`src/rtl/ballplayer_image_selector.sv`:
```
// Image-selection controller between the keypad pulse vector and the LCD image engine.
// Decodes direct/next/prev/auto keys into a target image and issues one load at a time over req/ack.
module ballplayer_image_selector #(
    parameter int NUM_KEYS    = 16,
    parameter int NUM_IMAGES  = 8,
    parameter int KEY_NEXT    = 12,
    parameter int KEY_PREV    = 13,
    parameter int KEY_AUTO    = 14,
    parameter int AUTO_PERIOD = 36_000_000,
    parameter int ACK_TIMEOUT = 24_000_000,
    localparam int ID_W       = $clog2(NUM_IMAGES)
) (
    input  logic                clk,
    input  logic                rst_n,
    input  logic [NUM_KEYS-1:0] key_pulse,
    input  logic                load_ack,
    output logic                load_req,
    output logic [ID_W-1:0]     load_id,
    output logic [ID_W-1:0]     cur_id,
    output logic [ID_W-1:0]     target_id,
    output logic                auto_mode,
    output logic                key_hit,
    output logic                ack_err
);

    localparam int KEY_W  = $clog2(NUM_KEYS);
    localparam int AUTO_W = $clog2(AUTO_PERIOD);
    localparam int TO_W   = $clog2(ACK_TIMEOUT);

    typedef enum logic [0:0] {
        S_IDLE = 1'b0,
        S_REQ  = 1'b1
    } state_t;

    state_t              r_state;
    logic                r_load_req;
    logic [ID_W-1:0]     r_load_id;
    logic [ID_W-1:0]     r_cur_id;
    logic                r_cur_valid;
    logic [ID_W-1:0]     r_target_id;
    logic                r_auto_mode;
    logic                r_key_hit;
    logic                r_ack_err;
    logic [AUTO_W-1:0]   r_auto_cnt;
    logic [TO_W-1:0]     r_to_cnt;

    logic [NUM_KEYS-1:0] w_key_mask;
    logic                w_key_valid;
    logic [KEY_W-1:0]    w_key_sel;
    logic                w_auto_tick;
    logic [ID_W-1:0]     w_target_nxt;
    logic                w_auto_nxt;

    function automatic logic key_known(input int k);
        return (k < NUM_IMAGES) || (k == KEY_NEXT) || (k == KEY_PREV) || (k == KEY_AUTO);
    endfunction

    function automatic logic [ID_W-1:0] id_inc(input logic [ID_W-1:0] id);
        return (id == ID_W'(NUM_IMAGES - 1)) ? {ID_W{1'b0}} : id + ID_W'(1);
    endfunction

    function automatic logic [ID_W-1:0] id_dec(input logic [ID_W-1:0] id);
        return (id == {ID_W{1'b0}}) ? ID_W'(NUM_IMAGES - 1) : id - ID_W'(1);
    endfunction

    // Lowest-index recognised key wins; unrecognised pulses never reach the decoder.
    always_comb begin
        w_key_mask  = {NUM_KEYS{1'b0}};
        w_key_valid = 1'b0;
        w_key_sel   = {KEY_W{1'b0}};
        for (int i = 0; i < NUM_KEYS; i++) begin
            w_key_mask[i] = key_pulse[i] & key_known(i);
            w_key_sel     = (!w_key_valid && w_key_mask[i]) ? KEY_W'(i) : w_key_sel;
            w_key_valid   = w_key_valid | w_key_mask[i];
        end
    end

    assign w_auto_tick = r_auto_mode && (r_state == S_IDLE) && !w_key_valid &&
                         (r_auto_cnt == AUTO_W'(AUTO_PERIOD - 1));

    // Next target/auto-mode; next/prev are relative to the target so repeated presses accumulate.
    always_comb begin
        w_target_nxt = r_target_id;
        w_auto_nxt   = r_auto_mode;
        if (w_key_valid) begin
            if (w_key_sel < KEY_W'(NUM_IMAGES)) begin
                w_target_nxt = ID_W'(w_key_sel);
            end else if (w_key_sel == KEY_W'(KEY_NEXT)) begin
                w_target_nxt = id_inc(r_target_id);
            end else if (w_key_sel == KEY_W'(KEY_PREV)) begin
                w_target_nxt = id_dec(r_target_id);
            end else begin
                w_auto_nxt = ~r_auto_mode;
            end
        end else if (w_auto_tick) begin
            w_target_nxt = id_inc(r_target_id);
        end else begin
            w_target_nxt = r_target_id;
        end
    end

    // Key-driven state: selected target, slideshow mode and the key_hit strobe.
    always_ff @(posedge clk or negedge rst_n) begin
        if (!rst_n) begin
            r_target_id <= {ID_W{1'b0}};
            r_auto_mode <= 1'b0;
            r_key_hit   <= 1'b0;
        end else begin
            r_target_id <= w_target_nxt;
            r_auto_mode <= w_auto_nxt;
            r_key_hit   <= w_key_valid;
        end
    end

    // Slideshow interval counter; pauses while a load is outstanding.
    always_ff @(posedge clk or negedge rst_n) begin
        if (!rst_n) begin
            r_auto_cnt <= {AUTO_W{1'b0}};
        end else if (w_key_valid || !r_auto_mode) begin
            r_auto_cnt <= {AUTO_W{1'b0}};
        end else if (r_state == S_IDLE) begin
            r_auto_cnt <= w_auto_tick ? {AUTO_W{1'b0}} : r_auto_cnt + AUTO_W'(1);
        end else begin
            r_auto_cnt <= r_auto_cnt;
        end
    end

    // Load handshake FSM: load_id is frozen while a request is outstanding.
    always_ff @(posedge clk or negedge rst_n) begin
        if (!rst_n) begin
            r_state     <= S_IDLE;
            r_load_req  <= 1'b0;
            r_load_id   <= {ID_W{1'b0}};
            r_cur_id    <= {ID_W{1'b0}};
            r_cur_valid <= 1'b0;
            r_ack_err   <= 1'b0;
            r_to_cnt    <= {TO_W{1'b0}};
        end else begin
            case (r_state)
                S_IDLE: begin
                    if (!r_cur_valid || (r_target_id != r_cur_id)) begin
                        r_state    <= S_REQ;
                        r_load_req <= 1'b1;
                        r_load_id  <= r_target_id;
                        r_to_cnt   <= {TO_W{1'b0}};
                    end else begin
                        r_state    <= S_IDLE;
                        r_load_req <= 1'b0;
                    end
                end
                S_REQ: begin
                    if (load_ack) begin
                        r_state     <= S_IDLE;
                        r_load_req  <= 1'b0;
                        r_cur_id    <= r_load_id;
                        r_cur_valid <= 1'b1;
                        r_ack_err   <= 1'b0;
                    end else if (r_to_cnt == TO_W'(ACK_TIMEOUT - 1)) begin
                        r_state    <= S_IDLE;
                        r_load_req <= 1'b0;
                        r_ack_err  <= 1'b1;
                    end else begin
                        r_to_cnt <= r_to_cnt + TO_W'(1);
                    end
                end
                default: begin
                    r_state    <= S_IDLE;
                    r_load_req <= 1'b0;
                end
            endcase
        end
    end

    assign load_req  = r_load_req;
    assign load_id   = r_load_id;
    assign cur_id    = r_cur_id;
    assign target_id = r_target_id;
    assign auto_mode = r_auto_mode;
    assign key_hit   = r_key_hit;
    assign ack_err   = r_ack_err;

endmodule

```
`config.mk`:
```
export PLATFORM = sky130hd
export DESIGN_NAME = ballplayer_image_selector
export DESIGN_NICKNAME = d
export VERILOG_FILES = /design/src/rtl/ballplayer_image_selector.sv
export SDC_FILE = /design/constraint.sdc
export NUM_CORES = 1
export LEC_CHECK = 0
export ABC_CLOCK_PERIOD_IN_PS = 2400
export CORE_MARGIN = 3
export CORE_UTILIZATION = 40
export DETAILED_ROUTE_END_ITERATION = 16
export RECOVER_POWER = 50
export SYNTH_ARGS = -nofsm -noshare
export SYNTH_HDL_FRONTEND = slang
export SYNTH_SLANG_ARGS = --single-unit
```
`constraint.sdc`:
```
create_clock -name clk -period 2.4 [get_ports clk]
set_input_delay 0.48 -clock clk [delete_from_list [all_inputs] [get_ports clk]]
set_output_delay 0.48 -clock clk [all_outputs]
set_load 0.02 [all_outputs]
```
### After elaboration in Yosys (flattened, before gate mapping)

Cells that the tools add are included.

* $add $sub $neg: 4
* $lt $le $gt $ge: 1
* equal/unequal tests: 12
* mux-type cells: 33
* bitwise operators: 15
* reduce and logical (&&, ||, !) cells: 37

Operator list (number)
* 26-bit 2-to-1 mux: 3
* 25-bit 2-to-1 mux: 3
* 25-bit one-hot mux with 2 select lines: 1
* 3-bit 2-to-1 mux: 11
* 26-bit by 1-bit adder with 26-bit output (second input constant): 1
* 26-bit == test (second input constant): 1
* 25-bit by 1-bit adder with 25-bit output (second input constant): 1
* 25-bit == test (second input constant): 1
* 1-bit logical AND: 13
* 1-bit logical NOT: 13
* 4-bit 2-to-1 mux: 3
* 1-bit bitwise OR: 10
* 4-bit == test (second input constant): 2
* 1-bit 2-to-1 mux: 8
* 2-bit AND reduction: 4
* 1-bit NOT: 5
* 4-bit less-than comparator (second input constant): 1
* 2-bit 2-to-1 mux: 2
* 2-bit by 1-bit != test with 1-bit output (second input constant): 2
* 2-bit != test (second input constant): 2
* 4-bit by 1-bit != test with 1-bit output (second input constant): 1
* 1-bit one-hot mux with 2 select lines: 2
* 4-bit AND reduction: 1
* 2-bit nonzero test: 2
* other kinds (8): 9

* register bits after elaboration: 66
* bits of input ports: 19
* output and inout bits: 13
* word-level logic and storage cells: 113

### Longest topological paths before layout

Gate-level depths: netlist (run 1).

* depth in word-level cells: 17
* gate-level depth with buffers: 8

### Worst setup path before layout (run 1)

No wires, ideal clock.

* path kind: register to register
* from: reg r_auto_cnt[0]
* to: reg r_auto_cnt[15]
* setup time: 0.126 ns
* arrival time: 1.902 ns
* slack: 0.372 ns
* cell stages (with the launch flop): 9
* path buffers: 2
* clock period less this slack: 2.028 ns
* cell sequence: dfrtp_1 -> ha_1 -> and4_4 -> nand4_4 -> o311a_1 -> buf_6 -> buf_6 -> o211a_1 -> a221o_1

* longest elaborated chain between the ends: 5
* elaborated cells on any way between the ends: 6
* those cells by class: add/sub (1); eq/ne (1); mux (3); reduce/logical (1)

RTL lines
* start: declaration: line 44 `logic [AUTO_W-1:0] r_auto_cnt;`
* start signal: assignment: line 118 `r_auto_cnt <= {AUTO_W{1'b0}};`
* start signal: assignment: line 120 `r_auto_cnt <= {AUTO_W{1'b0}};`
* start signal: assignment: line 122 `r_auto_cnt <= w_auto_tick ? {AUTO_W{1'b0}} : r_auto_cnt + AUTO_W'(1);`
* branches (longest 2 deep; another with 26-bit by 1-bit adder with 26-bit output)
* 26-bit 2-to-1 mux *: line 122
* 26-bit 2-to-1 mux *: line 121 `end else if (r_state == S_IDLE) begin`
* 26-bit 2-to-1 mux *: line 119 `end else if (w_key_valid || !r_auto_mode) begin`

Every way passes the cells marked *. The select of a mux whose other input is x is not followed.
A chain may end at the register's enable or synchronous reset.

### Worst setup path after layout (run 1)

* from: in key_pulse[0]
* to: reg r_auto_cnt[21]

* longest elaborated chain between the ends: 16
* elaborated cells on any way between the ends: 18
* those cells by class: eq/ne (1); mux (3); bitwise (10); reduce/logical (4)

RTL lines
* start: declaration: line 15 `input logic [NUM_KEYS-1:0] key_pulse,`
* 1-bit bitwise OR * (10 in series): line 74 `w_key_valid = w_key_valid | w_key_mask[i];`
* 1-bit logical NOT: line 78 `assign w_auto_tick = r_auto_mode && (r_state == S_IDLE) && !w_key_valid &&`
* 1-bit logical AND (2 in series): line 78
* 26-bit 2-to-1 mux: line 122
* 26-bit 2-to-1 mux: line 121
* 26-bit 2-to-1 mux: line 119
* end signal: assignment: line 120
* end signal: assignment: line 122
* end signal: assignment: line 124 `r_auto_cnt <= r_auto_cnt;`

Mark *: on every way between the ends. The rest lies on a longest branch, timed or not. The select of a mux whose other input is x is not followed.

==> out/results.ini, run 1 <==
[setup_path]
crit_path_start_kind = input port
cp_slowest_cell = dlygate4sd3_1
timing.rr.start = r_to_cnt[15]
cp_slowest_stage_delay_ns = 0.57
cp.buffers_inverters = 2
cpLargestDelayFamily = buffers and inverters
crit_arrival_ns = 2.48
end_kind = flip-flop
worst-r2r-cell-count = 6
ff2ff_setup_slack_ns = 0.19
cp_max_fo = 40
path_class = in2reg
crit_chain = dlygate4sd3_1 > nor4_1 > and3_1 > o311a_1 > buf_12 > a21bo_2 > a31oi_1
r2r-end = r_to_cnt[24]
crit_required_ns = 2.66

[detailed_routing]
postRouteAntennaNets = 0
drtIter0Drc = 181
drcViolationCount = 0
vias_per_cell = 5.72
first_pass_iters = 4
wl_per_cell_um = 15.2
via_count = 3112
wirelength_um = 8270

[synthesis]
avgSynthCellArea_um2 = 9.54
post-synth-top-count-cell = dfrtp_1
syn_area_mm2 = 0.00368
syn_inst = 386
syn-num-nets = 411
yosysWarnings = 0
ys_seq_area_share_pct = 44.9
ys_async_sr_fraction_pct = 100
yosysTopAreaCell = dfrtp_1
synth-seq-cells = 66
synth_edf_count = 0
ys_top_cells_by_count = dfrtp_1 (66), nand2_1 (44), nor2_1 (23)
synth_ff_type = dfrtp_1
synthTopCellsByArea = dfrtp_1 (45%), nand2_1 (4.5%), a31oi_1 (3.4%)
ys_types = 60
yosysTopAreaCellShare_pct = 44.9

[global_route]
grt_pass1_wl_um = 14400
antenna_found_initial = 0
overflow = 0
grt_usage_pct = 17.3
grt_start_max_net_pins = 46
first_global_vias = 3075

[finish]
drive_above_1_share_pct = 12.4
area_growth_pct = 18.8
utilization_pct = 49.4
n_antenna_cell = 0
nets = 456
stdcell_count = 544

[clock_network]
clk_pin_slew_worst_paths_ns = 0.08
clock-root-buffer = clkbuf_8
hold_buffers = 0
clk_latency_ns = 0.33
cts_setup_buffers = 0
cts_max_level = 3
cts_tree = yes
cts_sinks = 66
cts_resized = 0
clockBufferDepth = 2
numCtsBuffers = 9

[pwr]
clkPwrFrac_pct = 34.4
swShare_pct = 30.1
seq_power_share_pct = 44.0
power.switching_w = 0.000884
power_w = 0.00293
internal_power_w = 0.00205
comb_power_share_pct = 21.6
powerDensity_mw_per_mm2 = 671
vdd_ir_drop_max_mv = 0.500
p_leak_nw = 1.81

[timing]
worst_slew_pin_slew_ns = 1.16
fmax_mhz = 451
final.period_utilization_pct = 92.4
layout_min_cycle_time_ns = 2.22
worst_slack_ns = 0.182
skew_ns = 0.0121
relSlewSlack_pct = 22.7
drv_slew = 0
setup-violations-final = 0
hold_viol_final = 0
fin_tns_setup_ns = 0
rsz0062_at_grt = false

[min_path]
min_path_type = in2async

[placed_design]
place_inst = 528
numPortBuffers = 26
place.gp.congestion = 0.791
dpl_worst_slack_ns = 0.0194
dp_hpwl_um = 5830

[floorplan]
core_mm2 = 0.00885
chipWidth_um = 102
die-area_mm2 = 0.0104
io_pins = 32
initial_core_util_pct = 41.6
chipHeight_um = 102
rows = 34

[run]
cap_viol_max_count = 0

[outcome]
status = finished, final reports clean

-- power by group through the flow --
stage / sequential [W] / clock (W) / combinational (W)
final: 0.00129 / 0.00101 / 0.000634
after global routing: 0.00131 / 0.00109 / 0.000693
after CTS: 0.00129 / 0.00105 / 0.000655
after detailed placement: 0.00132 / 0 / 0.000652
after global placement: 0.00131 / 0 / 0.000649
after floorplan: 0.00134 / 0 / 0.000322
-- how the worst max path moves through the flow --
stage | start | end | slack, ns | cells past startpoint
finish | key_pulse[0] | r_auto_cnt[21] | 0.18 | 7
global route | r_to_cnt[15] | r_to_cnt[24] | 0.005 | 6
CTS | r_auto_cnt[0] | r_auto_cnt[3] | 0.23 | 7
detailed placement | key_pulse[4] | r_auto_cnt[21] | 0.02 | 7
global placement | key_pulse[4] | r_auto_cnt[16] | 0.05 | 7
floorplan | r_auto_cnt[0] | r_auto_cnt[15] | 0.37 | 8
-- stage by stage --
stage	instance area (µm²)	hold slack (ns)
global route	4370	0.423
detailed placement	4190	0.469
finish	4370	0.352
CTS	4400	0.111
floorplan	3680	0.184
global placement	4190	0.463
-- per-layer routing --
metal  wire, µm  part of all wire, %  GRT usage, %
met5          0                    0             0
met4         65                 0.79          6.05
met3        260                  3.1          2.80
met2       3770                   46          26.5
met1       4170                   50          24.8
-- cell usage in the layout (no fill, tap or decap), types with 4 or more instances in the layout --
cell	count
dfrtp_1	66
nand2_1	44
nor2_1	23
clkdlybuf4s50_1	23
buf_4	21
nand3_1	20
a31oi_1	20
a21oi_1	19
o21ai_0	15
nand4_1	12
nor3_1	11
o211ai_1	11
clkbuf_8	9
inv_1	8
and3_1	8
or3_1	8
o31ai_1	8
xor2_1	7
xnor2_1	6
ha_1	6
mux2_2	5
a221o_1	5
nor4_1	4
nand2b_1	4
a41oi_1	4
or4_1	4
nor2b_1	4
and4_1	4
mux2i_1	4
clkbuf_1	4
-- final cells by class --
class / count / area, µm²
clock inverter: 5 / 78.8
fill: 844 / 4470
inverter: 8 / 30.0
clock buffer: 11 / 131
multi-input combinational: 296 / 1910
timing repair buffer: 50 / 440
sequential: 66 / 1650
tap: 108 / 135
-- cell families (layout without fill, tap and decap cells) --
logic type | Yosys count | in the layout | synth area share, %
compound gates | 103 | 103 | 19.1
flops | 66 | 66 | 44.9
mux | 9 | 9 | 2.62
simple gates | 165 | 165 | 25.1
buf+inv | 24 | 74 | 3.16
fa+ha+maj | 6 | 6 | 2.04
xor+xnor | 13 | 13 | 3.09
-- worst reg2reg max path, stage by stage (launching register included) --
cell      delay (ns)
dfrtp_1         0.44
nor4bb_1        0.50
nand3_1         0.21
o21ai_1         0.55
buf_4           0.23
o211ai_1        0.09
o31ai_1         0.10
-- sequential cells by signal (all words and copies together) (netlist names), 3 cells and up --
| register | count |
|---|---|
| target_id | 3 |
| cur_id | 3 |
| load_id | 3 |
| r_auto_cnt | 26 |
| r_to_cnt | 25 |
(Power assumes the default switching activity.)
==> run 2: changes to the inputs <==
--- a/config.mk
+++ b/config.mk
@@ -5,7 +5,7 @@
 export SDC_FILE = /design/constraint.sdc
 export NUM_CORES = 1
 export LEC_CHECK = 0
-export ABC_CLOCK_PERIOD_IN_PS = 2400
+export ABC_CLOCK_PERIOD_IN_PS = 2500
 export CORE_MARGIN = 3
 export CORE_UTILIZATION = 40
 export DETAILED_ROUTE_END_ITERATION = 16
==> constraint.sdc (replaced) <==
create_clock -name clk -period 2.5 [get_ports clk]
set_input_delay 0.5 -clock clk [delete_from_list [all_inputs] [get_ports clk]]
set_output_delay 0.5 -clock clk [all_outputs]
set_load 0.02 [all_outputs]
==> run 2 against run 1 <==
  * The run now ends with capacitance limit, slew limit left
  * Global-route usage down 0.37 points
  * Count of clock-buffer cells in the layout up 2
  * Setup slack better by 0.099 ns
  * Cell count down 1.5%
  * Wire length down 2.2%
  * Critical endpoint is now load_req
==> out/results.ini, run 2 (synthesis gave the netlist of run 1 again) <==
[detailed_routing]
postRouteAntennaNets = 0
wirelength_um = 8080
vias_per_cell = 5.79
drcViolationCount = 0
drtIter0Drc = 149
first_pass_iters = 5
via_count = 3106
wl_per_cell_um = 15.1

[clock_network]
cts_max_level = 3
hold_buffers = 0
cts_tree = yes
clk_pin_slew_worst_paths_ns = 0.07
clockBufferDepth = 2
cts_resized = 0
clock-root-buffer = clkbuf_8
numCtsBuffers = 9
cts_setup_buffers = 0
cts_sinks = 66
clk_latency_ns = 0.33

[pwr]
clkPwrFrac_pct = 33.4
internal_power_w = 0.00194
swShare_pct = 30.3
vdd_ir_drop_max_mv = 0.532
comb_power_share_pct = 22.1
powerDensity_mw_per_mm2 = 646
power.switching_w = 0.000844
p_leak_nw = 1.77
seq_power_share_pct = 44.5

[setup_path]
crit_arrival_ns = 2.45
crit_start = r_to_cnt[15]
crit_chain = nor4bb_1 > nand3_1 > nor4_4 > buf_4 > nor2_2 > a21o_1
worst-r2r-cell-count = 6
cp_slowest_cell = nor4_4
end_kind = flip-flop
r2r-end = load_req
ff2ff_setup_slack_ns = 0.28
cp_slowest_stage_delay_ns = 0.48
crit_required_ns = 2.73
path_class = reg2reg
crit_path_start_kind = flip-flop
timing.rr.start = r_to_cnt[15]
cp_max_fo = 17
critPathCapture = load_req

[timing]
worst_slack_ns = 0.281
holdWs_ns = 0.482
setup-violations-final = 0
fmax_mhz = 451
rsz0062_at_grt = false
hold_viol_final = 0
layout_min_cycle_time_ns = 2.22
final.period_utilization_pct = 88.7
relSlewSlack_pct = -9.86
worst_slew_pin_slew_ns = 1.65
drv_slew = 67
skew_ns = 0.00714
fin_tns_setup_ns = 0

[placed_design]
numPortBuffers = 26
dp_hpwl_um = 5570
dpl-instance-area_mm2 = 0.00414
place_inst = 521
place.gp.congestion = 0.766
dpl_worst_slack_ns = 0.0658

[floorplan]
chipHeight_um = 102
initial_core_util_pct = 41.6
core_mm2 = 0.00885
io_pins = 32
rows = 34
chipWidth_um = 102
die-area_mm2 = 0.0104

[global_route]
grt_usage_pct = 16.9
first_global_vias = 2874
grt_pass1_wl_um = 14000
overflow = 0
antenna_found_initial = 0
grt_start_max_net_pins = 67

[finish]
stdcell_count = 536
largest_register = r_auto_cnt
largest_reg_flops = 26
top_regs = r_auto_cnt: 26 flops, r_to_cnt: 25 flops
layout_common_cells = dfrtp_1 (66), nand2_1 (44), clkdlybuf4s50_1 (24), nor2_1 (23)
drive_above_1_share_pct = 11.0
nets = 449
final_common_cell = dfrtp_1
design_area_mm2 = 0.00431
area_growth_pct = 17.2
n_antenna_cell = 0

[run]
cap_viol_max_count = 1

[min_path]
min_path_type = reg2reg

[outcome]
status = finished with violations
failed_checks = capacitance limit, slew limit

==> run 2: per-stage QoR <==
| stage | total power, W | util (%) |
|---|---|---|
| 3_5_place_dp | 0.00190 | 46.8 |
| 6_report | 0.00279 | 48.7 |
| 5_1_grt | 0.00295 | 48.7 |
| 4_1_cts | 0.00284 | 49.1 |
| 3_3_place_gp | 0.00189 | 46.8 |
| 2_1_floorplan | 0.00160 | - |
==> run 2: routing by layer <==
metal  track usage [%]  vias to the layer above  part of all wire, %
li1                  -                     1552                    -
met1              24.3                     1494                   49
met2              25.2                       53                   46
met3              4.78                        7                  4.0
met4              4.34                        0                  1.0
met5                 0                        -                    0
==> run 2: cell type report <==
class	count	area [µm²]
Tap cell	108	135
Inverter	8	30.0
Fill cell	855	4540
Multi-Input combinational cell	296	1910
Clock buffer	13	169
Timing Repair Buffer	43	385
Sequential cell	66	1650
Clock inverter	2	35.0
==> run 2: how the worst min path moves through the flow <==
stage	start	cells after the start	endpoint
floorplan	rst_n	0	ack_err
global placement	load_req	1	load_req
detailed placement	load_req	1	load_req
CTS	rst_n	2	r_auto_cnt[21]
global route	load_req	1	load_req
finish	load_req	1	load_req
==> run 2: worst max-delay path, delay by kind of cell, from the launching register on <==
family | cells | cell delay, ns
buffers and inverters | 1 | 0.30
AO/OA/AOI/OAI | 1 | 0.18
AND/OR/NAND/NOR | 4 | 1.21
flip-flops | 1 | 0.43
==> run 2: power by group through the flow <==
stage               Sequential, W  Combinational (W)  Clock, W
finish                    0.00124           0.000615  0.000931
CTS                       0.00124           0.000635  0.000963
floorplan                 0.00129           0.000309         0
detailed placement        0.00126           0.000632         0
global route              0.00126           0.000684   0.00101
global placement          0.00126           0.000624         0
==> run 3: changes to the inputs <==
--- a/config.mk
+++ b/config.mk
@@ -8,6 +8,8 @@
 export ABC_CLOCK_PERIOD_IN_PS = 2500
 export CORE_MARGIN = 3
 export CORE_UTILIZATION = 40
+export CTS_BUF_LIST = sky130_fd_sc_hd__clkbuf_16
+export CTS_CLUSTER_DIAMETER = 60
 export DETAILED_ROUTE_END_ITERATION = 16
 export RECOVER_POWER = 50
 export SYNTH_ARGS = -nofsm -noshare
==> run 3 against run 2 <==
  * The flow still finishes with violations (capacitance limit, slew limit)
  * Sequential cell count unchanged
  * Via count decreased by 0.19%
  * Global-route usage increased by 0.11 points
  * Register-to-register slack got worse by 0.03 ns
  * Critical path type unchanged
  * Critical endpoint unchanged
  * Largest cell class unchanged
==> out/results.ini, run 3 (synthesis gave the netlist of run 1 again) <==
[outcome]
status = finished with violations
failed_checks = capacitance limit, slew limit

[floorplan]
chipWidth_um = 102
chipHeight_um = 102
initial_core_util_pct = 41.6
io_pins = 32
core_mm2 = 0.00885
die-area_mm2 = 0.0104
rows = 34

[clock_network]
hold_buffers = 0
cts_setup_buffers = 0
clk_latency_ns = 0.32
cts_max_level = 3
cts_resized = 0
cts_sinks = 66
clock-root-buffer = clkbuf_16
clk_pin_slew_worst_paths_ns = 0.05
cts_tree = yes
clockBufferDepth = 2
numCtsBuffers = 9

[detailed_routing]
drtIter0Drc = 160
first_pass_iters = 4
drcViolationCount = 0
wl_per_cell_um = 15.3
wirelength_um = 8180
vias_per_cell = 5.78
postRouteAntennaNets = 0
via_count = 3100

[timing]
relSlewSlack_pct = -9.39
rsz0062_at_grt = false
worst_slack_ns = 0.256
final.period_utilization_pct = 89.8
worst_slew_pin_slew_ns = 1.64
layout_min_cycle_time_ns = 2.24
skew_ns = 0.00335
setup-violations-final = 0
fmax_mhz = 446
hold_viol_final = 0
drv_slew = 67
fin_tns_setup_ns = 0

[setup_path]
cpLargestDelayFamily = simple AND/OR/NAND/NOR gates
cp_max_fo = 17
cp.buffers_inverters = 1
crit_arrival_ns = 2.46
path_class = reg2reg
crit_required_ns = 2.72
end_kind = flip-flop
cp_slowest_cell = nor4_4
crit_path_start_kind = flip-flop
cp_slowest_stage_delay_ns = 0.48
crit_chain = nor4bb_1 > nand3_1 > nor4_4 > buf_4 > nor2_2 > a21o_1

[pwr]
powerDensity_mw_per_mm2 = 695
p_leak_nw = 1.80
vdd_ir_drop_max_mv = 0.585

[global_route]
first_global_vias = 2892
grt_pass1_wl_um = 14100
grt_start_max_net_pins = 67
antenna_found_initial = 0
overflow = 0
grt_usage_pct = 17.0

[finish]
final_common_cell = dfrtp_1
layout_common_cells = dfrtp_1 (66), nand2_1 (44), clkdlybuf4s50_1 (24), nor2_1 (23)
fill_cells = 846
n_antenna_cell = 0
stdcell_count = 536
largest_register = r_auto_cnt
area_growth_pct = 19.1
drive_above_1_share_pct = 10.3
design_area_mm2 = 0.00438
nets = 449
top_regs = r_auto_cnt: 26 flops, r_to_cnt: 25 flops
utilization_pct = 49.5
largest_reg_flops = 26

[min_path]
min_path_type = reg2reg

[placed_design]
dpl-instance-area_mm2 = 0.00414
dpl_worst_slack_ns = 0.0658
place_inst = 521
dp_hpwl_um = 5570
place.gp.congestion = 0.766
numPortBuffers = 26

[run]
cap_viol_max_count = 1

[run 3: worst reg2reg max path: stages, from the launching register on]
cell      delay (ns)
dfrtp_1         0.42
nor4bb_1        0.44
nand3_1         0.21
nor4_4          0.48
buf_4           0.31
nor2_2          0.10
a21o_1          0.18
[run 3: area by class of cell]
class | instances | area [µm²] | area share (%)
clock buffers | 9 | 225 | 5.14
flip-flops and latches | 66 | 1650 | 37.7
inverters | 8 | 30.0 | 0.685
repair buffers | 43 | 385 | 8.79
clock inverters | 6 | 50.0 | 1.14
well taps | 108 | 135 | 3.08
multi-input cells | 296 | 1910 | 43.5
[run 3: path summary, 6_finish.rpt]
path / from / endpoint / slack [ns] / cells past startpoint
max in group asynchronous: rst_n / cur_id[1] / 0.84 / 2
max reg2reg: r_to_cnt[15] / load_req / 0.26 / 6
max: r_to_cnt[15] / load_req / 0.26 / 6
min: load_req / load_req / 0.48 / 1
min reg2reg: load_req / load_req / 0.48 / 1
min in group asynchronous: rst_n / r_auto_cnt[23] / 0.68 / 2
[run 3: layer usage]
metal	global-route usage [%]	share of wire, %
met1	24.3	49
met2	25.5	46
met3	4.98	4.0
met4	4.24	0.93
met5	0	0
[run 3: power breakdown]
group	internal [W]	leakage [nW]	switching (W)	total, W
logic	0.000259	0.763	0.000356	0.000615
registers	0.00115	0.899	0.0000931	0.00124
clock network	0.000750	0.139	0.000440	0.00119
[run 3: stage by stage]
| stage | hold slack (ns) | power, W |
|---|---|---|
| after CTS | 0.202 | 0.00310 |
| after global placement | 0.467 | 0.00189 |
| after floorplan | 0.204 | 0.00160 |
| after global routing | 0.491 | 0.00321 |
| final | 0.478 | 0.00305 |
| after detailed placement | 0.468 | 0.00190 |
